--- src/rtl/sync_buck_pwm_ctrl_pkg.sv ---
// Shared state encodings and elaboration helpers for the synchronous buck PWM controller.
package sync_buck_pwm_ctrl_pkg;

  typedef enum logic [2:0] {
    ADC_IDLE,
    ADC_CONV,
    ADC_WAIT_HI,
    ADC_WAIT_LO,
    ADC_READ
  } adcState_t;

  typedef enum logic [2:0] {
    PWM_OFF,
    PWM_HS,
    PWM_DT1,
    PWM_LS,
    PWM_DT2
  } pwmState_t;

  function automatic int clampDuty(input int value, input int lo, input int hi);
    if (value < lo) return lo;
    if (value > hi) return hi;
    return value;
  endfunction

  // LS must keep at least one clock after both deadtimes at maximum duty.
  function automatic bit dutyMaxOk(input int cntW, input int deadtime, input int dutyMax);
    return dutyMax <= (2 ** cntW) - 2 * deadtime - 1;
  endfunction

  function automatic int maxOf3(input int a, input int b, input int c);
    int m;
    m = (a > b) ? a : b;
    return (m > c) ? m : c;
  endfunction

endpackage

--- src/rtl/sync_buck_pwm_ctrl_if.sv ---
// Parallel ADC pin bundle: conversion start, busy, active-low read strobe and data.
interface sync_buck_pwm_ctrl_if #(
  parameter int ADC_W = 8
);
  logic             conv_start;
  logic             rd_cs;
  logic             busy;
  logic [ADC_W-1:0] adc_data;

  modport master (output conv_start, output rd_cs, input busy, input adc_data);
  modport slave  (input conv_start, input rd_cs, output busy, output adc_data);
endinterface

--- src/rtl/sync_buck_pwm_ctrl_adc_conv_seq.sv ---
// Heartbeat-driven ADC conversion sequencer with busy timeout; latches the sample on the last read cycle.
//  state       | meaning
//  ADC_IDLE    | waiting for heartbeat request
//  ADC_CONV    | conv_start high for CONV_PW clocks
//  ADC_WAIT_HI | waiting for busy to rise
//  ADC_WAIT_LO | waiting for busy to fall
//  ADC_READ    | rd_cs low for RD_PW clocks
module sync_buck_pwm_ctrl_adc_conv_seq
  import sync_buck_pwm_ctrl_pkg::*;
#(
  parameter int ADC_W   = 8,
  parameter int HB_TIME = 1024,
  parameter int CONV_PW = 10,
  parameter int RD_PW   = 10,
  parameter int BUSY_TO = 255
) (
  input  logic                 clk,
  input  logic                 reset,
  input  logic                 enable,
  sync_buck_pwm_ctrl_if.master adc,
  output logic [ADC_W-1:0]     sample,
  output logic                 sampleValid,
  output logic                 adcTimeout
);
  localparam int TMR_W = $clog2(maxOf3(CONV_PW, RD_PW, BUSY_TO) + 1);
  localparam int HB_W  = $clog2(HB_TIME + 1);

  adcState_t        state, stateNext;
  logic [TMR_W-1:0] tmr, tmrNext;
  logic [HB_W-1:0]  hbCnt;
  logic             hbReq, tc, latchNow, timeoutNow;
  logic             convStartC, rdCsC;

  assign hbReq = enable && (hbCnt == '0) && (state == ADC_IDLE);
  assign tc    = (tmr == '0);

  always_ff @(posedge clk) begin
    if (reset) begin
      state <= ADC_IDLE;
      tmr   <= '0;
    end else begin
      state <= stateNext;
      tmr   <= tmrNext;
    end
  end

  always_comb begin
    stateNext  = state;
    tmrNext    = tmr;
    latchNow   = 1'b0;
    timeoutNow = 1'b0;
    case (state)
      ADC_IDLE: begin
        if (hbReq) begin
          stateNext = ADC_CONV;
          tmrNext   = TMR_W'(CONV_PW - 1);
        end
      end
      ADC_CONV: begin
        if (tc) begin
          stateNext = ADC_WAIT_HI;
          tmrNext   = TMR_W'(BUSY_TO - 1);
        end else tmrNext = tmr - TMR_W'(1);
      end
      ADC_WAIT_HI: begin
        if (adc.busy) begin
          stateNext = ADC_WAIT_LO;
          tmrNext   = TMR_W'(BUSY_TO - 1);
        end else if (tc) begin
          stateNext  = ADC_IDLE;
          timeoutNow = 1'b1;
        end else tmrNext = tmr - TMR_W'(1);
      end
      ADC_WAIT_LO: begin
        if (!adc.busy) begin
          stateNext = ADC_READ;
          tmrNext   = TMR_W'(RD_PW - 1);
        end else if (tc) begin
          stateNext  = ADC_IDLE;
          timeoutNow = 1'b1;
        end else tmrNext = tmr - TMR_W'(1);
      end
      ADC_READ: begin
        if (tc) begin
          stateNext = ADC_IDLE;
          latchNow  = 1'b1;
        end else tmrNext = tmr - TMR_W'(1);
      end
      default: stateNext = ADC_IDLE;
    endcase
    // Disable aborts any conversion or read in flight.
    if (!enable) begin
      stateNext  = ADC_IDLE;
      tmrNext    = '0;
      latchNow   = 1'b0;
      timeoutNow = 1'b0;
    end
  end

  always_comb begin
    convStartC = (state == ADC_CONV);
    rdCsC      = (state != ADC_READ);
  end

  assign adc.conv_start = convStartC;
  assign adc.rd_cs      = rdCsC;

  always_ff @(posedge clk) begin
    if (reset) begin
      hbCnt       <= '0;
      sample      <= '0;
      sampleValid <= 1'b0;
      adcTimeout  <= 1'b0;
    end else begin
      sampleValid <= latchNow;
      adcTimeout  <= timeoutNow;
      if (latchNow) sample <= adc.adc_data;
      if (!enable) hbCnt <= '0;
      else if (hbCnt == HB_W'(HB_TIME - 1)) hbCnt <= '0;
      else hbCnt <= hbCnt + HB_W'(1);
    end
  end

endmodule

--- src/rtl/sync_buck_pwm_ctrl.sv ---
// Synchronous buck controller: ADC-derived duty target, deadtime-protected PWM and fault latch.
// Build macro PWM_SOFTSTART_EN slews duty one count per period toward the target.
//  state   | meaning
//  PWM_OFF | gates off (disabled, fault or reset)
//  PWM_HS  | high-side on for duty clocks
//  PWM_DT1 | deadtime after high-side
//  PWM_LS  | low-side on for the rest of the period
//  PWM_DT2 | deadtime before the next high-side
module sync_buck_pwm_ctrl
  import sync_buck_pwm_ctrl_pkg::*;
#(
  parameter int CNT_W    = 8,
  parameter int ADC_W    = 8,
  parameter int DEADTIME = 5,
  parameter int DUTY_MIN = 3,
  parameter int DUTY_MAX = 240,
  parameter int HB_TIME  = 1024,
  parameter int CONV_PW  = 10,
  parameter int RD_PW    = 10,
  parameter int BUSY_TO  = 255
) (
  input  logic                 clk,
  input  logic                 reset,
  input  logic                 enable,
  input  logic                 fault_in,
  sync_buck_pwm_ctrl_if.master adc,
  output logic                 gate_hs,
  output logic                 gate_ls,
  output logic [CNT_W-1:0]     duty,
  output logic                 sample_valid,
  output logic                 adc_timeout,
  output logic                 fault_latched
);
  localparam int PER     = 2 ** CNT_W;
  localparam int LS_BASE = PER - 2 * DEADTIME - 1;

  if (!dutyMaxOk(CNT_W, DEADTIME, DUTY_MAX)) begin : g_dutyMaxCheck
    $error("DUTY_MAX exceeds PER-2*DEADTIME-1");
  end

  logic [ADC_W-1:0] sample;
  logic [CNT_W-1:0] scaled, target, dutyNew;
  pwmState_t        pwmState, pwmStateNext;
  logic [CNT_W-1:0] pwmTmr, pwmTmrNext;
  logic             tc, loadDuty, gateHsNext, gateLsNext;

  sync_buck_pwm_ctrl_adc_conv_seq #(
    .ADC_W  (ADC_W),
    .HB_TIME(HB_TIME),
    .CONV_PW(CONV_PW),
    .RD_PW  (RD_PW),
    .BUSY_TO(BUSY_TO)
  ) u_adcConvSeq (
    .clk        (clk),
    .reset      (reset),
    .enable     (enable),
    .adc        (adc),
    .sample     (sample),
    .sampleValid(sample_valid),
    .adcTimeout (adc_timeout)
  );

  if (ADC_W > CNT_W) begin : g_scaleDown
    assign scaled = sample[ADC_W-1 -: CNT_W];
  end else begin : g_scaleExt
    assign scaled = CNT_W'(sample);
  end

  assign target = CNT_W'(clampDuty(int'(scaled), DUTY_MIN, DUTY_MAX));

  always_comb begin
`ifdef PWM_SOFTSTART_EN
    if (pwmState == PWM_OFF) dutyNew = CNT_W'(DUTY_MIN);
    else if (duty < target)  dutyNew = duty + CNT_W'(1);
    else if (duty > target)  dutyNew = duty - CNT_W'(1);
    else                     dutyNew = duty;
`else
    dutyNew = target;
`endif
  end

  assign tc = (pwmTmr == '0);

  always_ff @(posedge clk) begin
    if (reset) begin
      pwmState <= PWM_OFF;
      pwmTmr   <= '0;
      gate_hs  <= 1'b0;
      gate_ls  <= 1'b0;
    end else begin
      pwmState <= pwmStateNext;
      pwmTmr   <= pwmTmrNext;
      gate_hs  <= gateHsNext;
      gate_ls  <= gateLsNext;
    end
  end

  // Phase lengths sum to PER: duty + DEADTIME + (PER-duty-2*DEADTIME) + DEADTIME.
  always_comb begin
    pwmStateNext = pwmState;
    pwmTmrNext   = pwmTmr;
    loadDuty     = 1'b0;
    case (pwmState)
      PWM_OFF: begin
        pwmStateNext = PWM_HS;
        pwmTmrNext   = dutyNew - CNT_W'(1);
        loadDuty     = 1'b1;
      end
      PWM_HS: begin
        if (tc) begin
          pwmStateNext = PWM_DT1;
          pwmTmrNext   = CNT_W'(DEADTIME - 1);
        end else pwmTmrNext = pwmTmr - CNT_W'(1);
      end
      PWM_DT1: begin
        if (tc) begin
          pwmStateNext = PWM_LS;
          pwmTmrNext   = CNT_W'(LS_BASE) - duty;
        end else pwmTmrNext = pwmTmr - CNT_W'(1);
      end
      PWM_LS: begin
        if (tc) begin
          pwmStateNext = PWM_DT2;
          pwmTmrNext   = CNT_W'(DEADTIME - 1);
        end else pwmTmrNext = pwmTmr - CNT_W'(1);
      end
      PWM_DT2: begin
        if (tc) begin
          pwmStateNext = PWM_HS;
          pwmTmrNext   = dutyNew - CNT_W'(1);
          loadDuty     = 1'b1;
        end else pwmTmrNext = pwmTmr - CNT_W'(1);
      end
      default: pwmStateNext = PWM_OFF;
    endcase
    if (!enable || fault_in || fault_latched) begin
      pwmStateNext = PWM_OFF;
      pwmTmrNext   = '0;
      loadDuty     = 1'b0;
    end
  end

  always_comb begin
    gateHsNext = (pwmStateNext == PWM_HS);
    gateLsNext = (pwmStateNext == PWM_LS);
  end

  always_ff @(posedge clk) begin
    if (reset) begin
      duty          <= CNT_W'(DUTY_MIN);
      fault_latched <= 1'b0;
    end else begin
      if (loadDuty) duty <= dutyNew;
      if (!enable) fault_latched <= 1'b0;
      else if (fault_in) fault_latched <= 1'b1;
    end
  end

endmodule

--- src/flat_wrapper.sv ---
// flat-port wrapper written by rule: the top's interface ports become plain ports
module sync_buck_pwm_ctrl_flat import sync_buck_pwm_ctrl_pkg::*;
#(
  parameter int CNT_W    = 8,
  parameter int ADC_W    = 8,
  parameter int DEADTIME = 5,
  parameter int DUTY_MIN = 3,
  parameter int DUTY_MAX = 240,
  parameter int HB_TIME  = 1024,
  parameter int CONV_PW  = 10,
  parameter int RD_PW    = 10,
  parameter int BUSY_TO  = 255
)
  (clk, reset, enable, fault_in, gate_hs, gate_ls, duty, sample_valid, adc_timeout, fault_latched, adc_conv_start, adc_rd_cs, adc_busy, adc_adc_data);
  sync_buck_pwm_ctrl_if #(.ADC_W(ADC_W)) adc_i ();
  input  logic clk;
  input  logic reset;
  input  logic enable;
  input  logic fault_in;
  output logic gate_hs;
  output logic gate_ls;
  output logic [CNT_W-1:0] duty;
  output logic sample_valid;
  output logic adc_timeout;
  output logic fault_latched;
  output wire logic [$bits(adc_i.conv_start)-1:0] adc_conv_start;
  output wire logic [$bits(adc_i.rd_cs)-1:0] adc_rd_cs;
  input wire logic [$bits(adc_i.busy)-1:0] adc_busy;
  input wire logic [$bits(adc_i.adc_data)-1:0] adc_adc_data;
  assign adc_conv_start = adc_i.conv_start;
  assign adc_rd_cs = adc_i.rd_cs;
  assign adc_i.busy = adc_busy;
  assign adc_i.adc_data = adc_adc_data;
  sync_buck_pwm_ctrl #(.CNT_W(CNT_W), .ADC_W(ADC_W), .DEADTIME(DEADTIME), .DUTY_MIN(DUTY_MIN), .DUTY_MAX(DUTY_MAX), .HB_TIME(HB_TIME), .CONV_PW(CONV_PW), .RD_PW(RD_PW), .BUSY_TO(BUSY_TO)) u_core (.clk(clk), .reset(reset), .enable(enable), .fault_in(fault_in), .adc(adc_i), .gate_hs(gate_hs), .gate_ls(gate_ls), .duty(duty), .sample_valid(sample_valid), .adc_timeout(adc_timeout), .fault_latched(fault_latched));
endmodule
--- config.mk ---
export PLATFORM = sky130hd
export DESIGN_NAME = sync_buck_pwm_ctrl_flat
export DESIGN_NICKNAME = d
export VERILOG_FILES = /design/src/rtl/sync_buck_pwm_ctrl_pkg.sv /design/src/rtl/sync_buck_pwm_ctrl_if.sv /design/src/rtl/sync_buck_pwm_ctrl_adc_conv_seq.sv /design/src/rtl/sync_buck_pwm_ctrl.sv /design/src/flat_wrapper.sv
export SDC_FILE = /design/constraint.sdc
export NUM_CORES = 1
export LEC_CHECK = 0
export CAP_MARGIN = 25
export CORE_MARGIN = 4
export CORE_UTILIZATION = 30
export DETAILED_ROUTE_END_ITERATION = 8
export PLACE_DENSITY = 0.5
export SETUP_SLACK_MARGIN = 0.3
export SYNTH_ARGS = -nofsm -noshare
export SYNTH_HDL_FRONTEND = slang
export SYNTH_SLANG_ARGS = --single-unit
--- constraint.sdc ---
create_clock -name clk -period 8.43 [get_ports clk]
set_input_delay 0.843 -clock clk [delete_from_list [all_inputs] [get_ports clk]]
set_output_delay 0.843 -clock clk [all_outputs]
set_load 0.02 [all_outputs]
Word level (Yosys, flattened, before mapping)
Index checks and enable logic that the tools add are counted.
{"block": "word_totals", "reg_bits": 54, "inputBits": 13, "out_inout_bits": 15, "wordCells": 90}
{"block": "op_classes", "addsub": 5, "n_lt_le_gt_ge": 2, "n_eq_ne": 14, "n_mux": 38, "n_bitwise": 1, "n_reduce_logical": 18}
{"cell": "$mux W8", "count": 11}
{"cell": "$pmux W8 S5", "count": 1}
{"cell": "$pmux W8 S4", "count": 1}
{"cell": "$mux W3", "count": 10}
{"cell": "$pmux W3 S5", "count": 2}
{"cell": "$sub A8 B1 Y8 const B", "count": 3}
{"cell": "$logic_not A8 Y1", "count": 2}
{"cell": "$eq A3 B2 Y1 const B", "count": 5}
{"cell": "$add A11 B1 Y11 const B", "count": 1}
{"cell": "$eq A11 B10 Y1 const B", "count": 1}
{"cell": "$logic_not A11 Y1", "count": 1}
{"cell": "$mux W1", "count": 10}
{"cell": "$eq A3 B1 Y1 const B", "count": 3}
{"cell": "$gt A8 B8 Y1 const B", "count": 1}
{"cell": "$lt A8 B2 Y1 const B", "count": 1}
{"cell": "$sub A8 B8 Y8 const A", "count": 1}
{"cell": "$eq A3 B3 Y1 const B", "count": 2}
{"cell": "$logic_not A3 Y1", "count": 2}
{"cell": "$reduce_or A2 Y1", "count": 3}
{"cell": "$reduce_bool A5 Y1", "count": 1}
{"cell": "$pmux W1 S2", "count": 2}
{"cell": "$reduce_and A2 Y1", "count": 2}
{"cell": "$reduce_bool A4 Y1", "count": 1}
{"cell": "$ne A3 B3 Y1 const B", "count": 1}
{"cell": "other kinds (8)", "count": 10}

Longest topological paths before layout
{"block": "depth", "depth_word": 8, "depth_mapped": 10, "ltp_nobuf": 10}

Hierarchy
Synthesis repeated with hierarchy kept, for this count alone.
{"block": "hier_totals", "hier_cells": 369, "hier_area_um2": 3153.0}
{"mod": "sync_buck_pwm_ctrl_adc_conv_seq", "n_inst": 1, "cells_per_inst": 191, "area_per_inst_um2": 1665.3, "seq_area_each_um2": 640.6}
{"mod": "sync_buck_pwm_ctrl", "n_inst": 1, "cells_per_inst": 178, "area_per_inst_um2": 1487.7, "seq_area_each_um2": 440.4}

Worst setup path after synthesis
OpenSTA, ideal clock, no wires.
{"block": "synth_timing", "kind": "reg2reg", "startpoint": "register u_core.u_adcConvSeq.sample[2]", "endpoint": "register u_core.pwmTmr[4]", "setup_ps": 123, "t_arrival_ps": 2563, "t_required_ps": 8307, "path_slack_ps": 5744, "stages_incl_launch_ff": 10, "n_path_buf": 0, "period_less_slack_ps": 2686, "cell_sequence": "dfxtp_1 -> or4_1 -> a2111oi_0 -> a21oi_1 -> ha_1 -> nor4b_1 -> a311oi_1 -> o21ai_0 -> o221ai_1 -> a21oi_1"}
{"block": "synth_via", "elab_chain_cells": 8, "word_cells_on_any_way": 12, "cone_classes": "1 x add/sub; 2 x order compare; 9 x mux"}
{"item": "from (decl)", "line_no": "sync_buck_pwm_ctrl_adc_conv_seq.sv:21", "source": "output logic [ADC_W-1:0] sample,"}
{"item": "from (signal assigned)", "line_no": "sync_buck_pwm_ctrl_adc_conv_seq.sv:117", "source": "if (latchNow) sample <= adc.adc_data;"}
{"item": "$lt A8 B2 Y1 or $gt A8 B8 Y1 (tied branches)", "line_no": "sync_buck_pwm_ctrl_pkg.sv:21, sync_buck_pwm_ctrl_pkg.sv:22"}
{"item": "$mux W2 or $mux W1 (tied branches)", "line_no": "sync_buck_pwm_ctrl_pkg.sv:21, sync_buck_pwm_ctrl_pkg.sv:22"}
{"item": "$mux W8 or $mux W1 (tied branches)", "line_no": "sync_buck_pwm_ctrl_pkg.sv:22", "source": "if (value > hi) return hi;"}
{"item": "$mux W8", "line_no": "sync_buck_pwm_ctrl_pkg.sv:23", "source": "return value;"}
{"item": "$mux W8 *", "line_no": "sync_buck_pwm_ctrl_pkg.sv:22"}
{"item": "$sub A8 B1 Y8 *", "line_no": "sync_buck_pwm_ctrl.sv:106, sync_buck_pwm_ctrl.sv:130"}
{"item": "$mux W8", "line_no": "sync_buck_pwm_ctrl.sv:128", "source": "if (tc) begin"}
{"item": "$pmux W8 S4 *", "line_no": "sync_buck_pwm_ctrl.sv:103", "source": "case (pwmState)"}
{"item": "to (signal assigned)", "line_no": "sync_buck_pwm_ctrl.sv:92", "source": "pwmTmr <= pwmTmrNext;"}
{"item": "to (decl)", "line_no": "sync_buck_pwm_ctrl.sv:44", "source": "logic [CNT_W-1:0] pwmTmr, pwmTmrNext;"}
Mark *: on every way between the ends. The rest lies on a longest branch, timed or not. The select of a mux whose other input is x is not followed.
A chain may end at the register's enable or synchronous reset.

Worst setup path in the final report
Same ends and word-level chain as after synthesis.

==> flow_summary_export.csv <==
group,metric,value,unit
timing,setup_violations,0,
place,place_worst_setup_slack,5210,ps
timing,skew,10.5,ps
detailed_routing,vias,2947,
grt,grt_pass1_wl,14.3,mm
timing,fin_crit_sh,0.367,
synthesis,netlist_area,3130,µm²
grt,grt_use_met1,0.217,
floorplan,ioPinCount,28,
setup_path,arrival,3300,ps
synthesis,synth_seq_area_share,0.346,
synthesis,synth_ff_type,"dfxtp_1",
timing,drv_slew,0,
synthesis,ys_async_sr_fraction,0,
detailed_routing,avgViaCountPerCell,5.38,
clocking,cts_resized,0,
synthesis,ys_warn_count,0,
grt,antenna_found_initial,0,
grt,grt.overflow.total,0,
timing,fmax,323,MHz
floorplan,die_x,110,µm
synthesis,ys_types,59,
place,gp_congestion,0.849,
synthesis,muxShareOfSynthArea,0.0356,
timing,rsz0062_at_grt,"no",
power_and_ir_drop,vdd_ir_drop_max,67.6,µV
clocking,postCtsSetupBuffers,0,
power_and_ir_drop,p_leak,1.36,nW
setup_path,cp_num_buf_inv,0,
setup_path,crit_family,"compound AO/OA/AOI/OAI gates",
clocking,cts_root_buf,"clkbuf_8",
min_path,hp-start,"u_core.u_adcConvSeq.hbCnt[0]$_SDFF_PP0_",
clocking,clk_pin_slew,110,ps
place,port_buffers,27,
place,place_area,3510,µm²
timing,slew_headroom,0.264,
grt,met2_usage,0.223,
clocking,h-tree-depth,2,
setup_path,max_stage_delay,680,ps
layout,final_core_util,0.355,
min_path,hold_path.class,"flip-flop to flip-flop",
timing,worst_slack,5340,ps
job,drv_cap,0,
detailed_routing,dr.pass1.iters,5,
synthesis,synth_cells,391,
layout,drive_gt1_frac,0.0413,
grt,grt_max_degree,19,
layout,fin_nets,433,
detailed_routing,totalWireLength,8.52,mm
synthesis,syn_nets,413,
setup_path,critPathLaunch,"u_core.u_adcConvSeq.sample[2]$_SDFFE_PP0P_",
grt,met3_usage,0.0262,
clocking,cts_max_path_buffers,2,
floorplan,die_h,110,µm
synthesis,synth_top_family_by_area,"simple AND/OR/NAND/NOR gates",
setup_path,r2r_start,"u_core.u_adcConvSeq.sample[2]$_SDFFE_PP0P_",
detailed_routing,ant_nets,0,
setup_path,path_cells,"or4_1 > a2111oi_0 > a21oi_1 > ha_1 > nor4b_1 > a311oi_1 > o21ai_0 > o221ai_1 > a21oi_1",
setup_path,cp-end-kind,"flip-flop",
synthesis,synth_compound_area_frac,0.233,
detailed_routing,drtIter0Drc,199,
floorplan,initial_core_util,0.306,
status,status,"finished, final reports clean",
clocking,hold_buffers,0,
setup_path,cp_max_fo,8,
timing,tightest_slew,1090,ps
timing,fin_setup_tns,0,ps
power_and_ir_drop,finalPower,0.000521,W
synthesis,synth-seq-cells,54,
synthesis,syn_avg_cell_area,8.00,µm²
detailed_routing,remaining_drc_errors,0,
power_and_ir_drop,p_per_area,143,nW/µm²
floorplan,dieArea,12100,µm²
timing,hold_viol,0,
grt,grt_pass1_vias,2832,
floorplan,coreArea,10200,µm²
synthesis,synthSimpleGateAreaFrac,0.245,
setup_path,cp_slowest_cell,"a2111oi_0",
synthesis,synthXorXnorAreaFrac,0.0588,
layout,syn_to_final_growth,16.1,%
setup_path,cp-start-kind,"flip-flop",
place,dp_hpwl,6.15,mm
setup_path,cp.required,8630,ps
clocking,clock-sinks,54,
detailed_routing,wire_per_inst,15.5,µm
clocking,worstSkewPairLatency,310,ps
layout,antenna_cells,0,
clocking,cts_buffers,5,
grt,grt.total_usage,0.147,
setup_path,crit_type,"flip-flop to flip-flop",
synthesis,synth_fa_ha_area_frac,0.0456,
grt,grt-busiest-layer,"met2",
synthesis,synth_edf_count,0,
floorplan,row_count,37,
setup_path,path_common_cell,"a21oi_1",
timing,min_period,3090,ps
layout,final_area,3630,µm²
clocking,cts_tree,"yes",
## layout by cell type (no fill, tap or decap), types with 7 or more instances in the layout
cell,netlist,routed
a31oi_1,7,7
nor2_1,50,50
nand2_1,28,28
xor2_1,12,12
o21ai_0,23,23
inv_1,14,14
nor3_1,12,12
xnor2_1,9,9
a21oi_1,28,28
ha_1,9,9
clkdlybuf4s50_1,0,27
nand3_1,15,15
dfxtp_1,54,54
mux2i_1,10,10
## kinds of logic after synthesis
family                   Yosys count
AND/OR/NAND/NOR                  154
AO/OA/AOI/OAI                    109
flip-flops                        54
buffers and inverters             30
XOR/XNOR                          21
adder cells (fa/ha/maj)           12
multiplexers                      11
## final timing paths
kind | endpoint | slack (ps) | cells after the start
worst max-delay path | u_core.pwmTmr[4]$_SDFFE_PP0P_ | 5340 | 9
worst min-delay path | u_core.u_adcConvSeq.hbCnt[0]$_SDFF_PP0_ | 470 | 1
worst max register to register | u_core.pwmTmr[4]$_SDFFE_PP0P_ | 5340 | 9
worst min register to register | u_core.u_adcConvSeq.hbCnt[0]$_SDFF_PP0_ | 470 | 1
## cell type report
type	count	area [µm²]
Multi-Input combinational cell	307	1930
Clock buffer	5	68.8
Fill cell	1052	6600
Timing Repair Buffer	27	270
Inverter	16	60.1
Sequential cell	54	1080
Tap cell	136	170
Clock inverter	3	48.8
## per-stage QoR
step / hold WS (ps) / std cells
after global routing: 538 / 548
after floorplan: 430 / 391
final: 475 / 548
after CTS: 482 / 548
after detailed placement: 456 / 540
after global placement: 447 / 540
## state kept, by name, summed over array words and instances, names as in the netlist
name / count
u_core.duty: 8
u_core.fault_latched: 1
u_core.gate_hs: 1
u_core.gate_ls: 1
u_core.pwmState: 3
u_core.pwmTmr: 8
u_core.u_adcConvSeq.adcTimeout: 1
u_core.u_adcConvSeq.hbCnt: 11
u_core.u_adcConvSeq.sample: 8
u_core.u_adcConvSeq.sampleValid: 1
u_core.u_adcConvSeq.state: 3
u_core.u_adcConvSeq.tmr: 8
## Yosys cell counts, types with 10 or more instances
master / count / area share
inv_1: 14 / 0.017
nor3_1: 12 / 0.019
nand3_1: 15 / 0.024
nand2_1: 28 / 0.034
clkbuf_1: 12 / 0.014
a21oi_1: 28 / 0.045
nor2_1: 50 / 0.060
mux2i_1: 10 / 0.032
o21ai_0: 23 / 0.037
dfxtp_1: 54 / 0.35
xor2_1: 12 / 0.034
## power by group
group | internal (W) | leakage, nW | switching, W
clock | 0.0000907 | 0.0563 | 0.0000933
sequential | 0.000259 | 0.437 | 0.00000619
combinational | 0.0000295 | 0.863 | 0.0000426
total | 0.000379 | 1.36 | 0.000142
## worst register-to-register path, delay by kind of cell, from the launching register on
family / cells / cell delay, ps
and+or+nand+nor: 2 / 730
DFF: 1 / 390
adders and majority gates: 1 / 280
AOI/OAI and AO/OA: 6 / 1590
## metal layers
layer	vias up	share of wire
li1	1486	-
met1	1395	0.50
met2	64	0.44
met3	2	0.051
met4	0	0.0045
met5	-	0
Note: power is estimated with default switching activity, not from simulation.
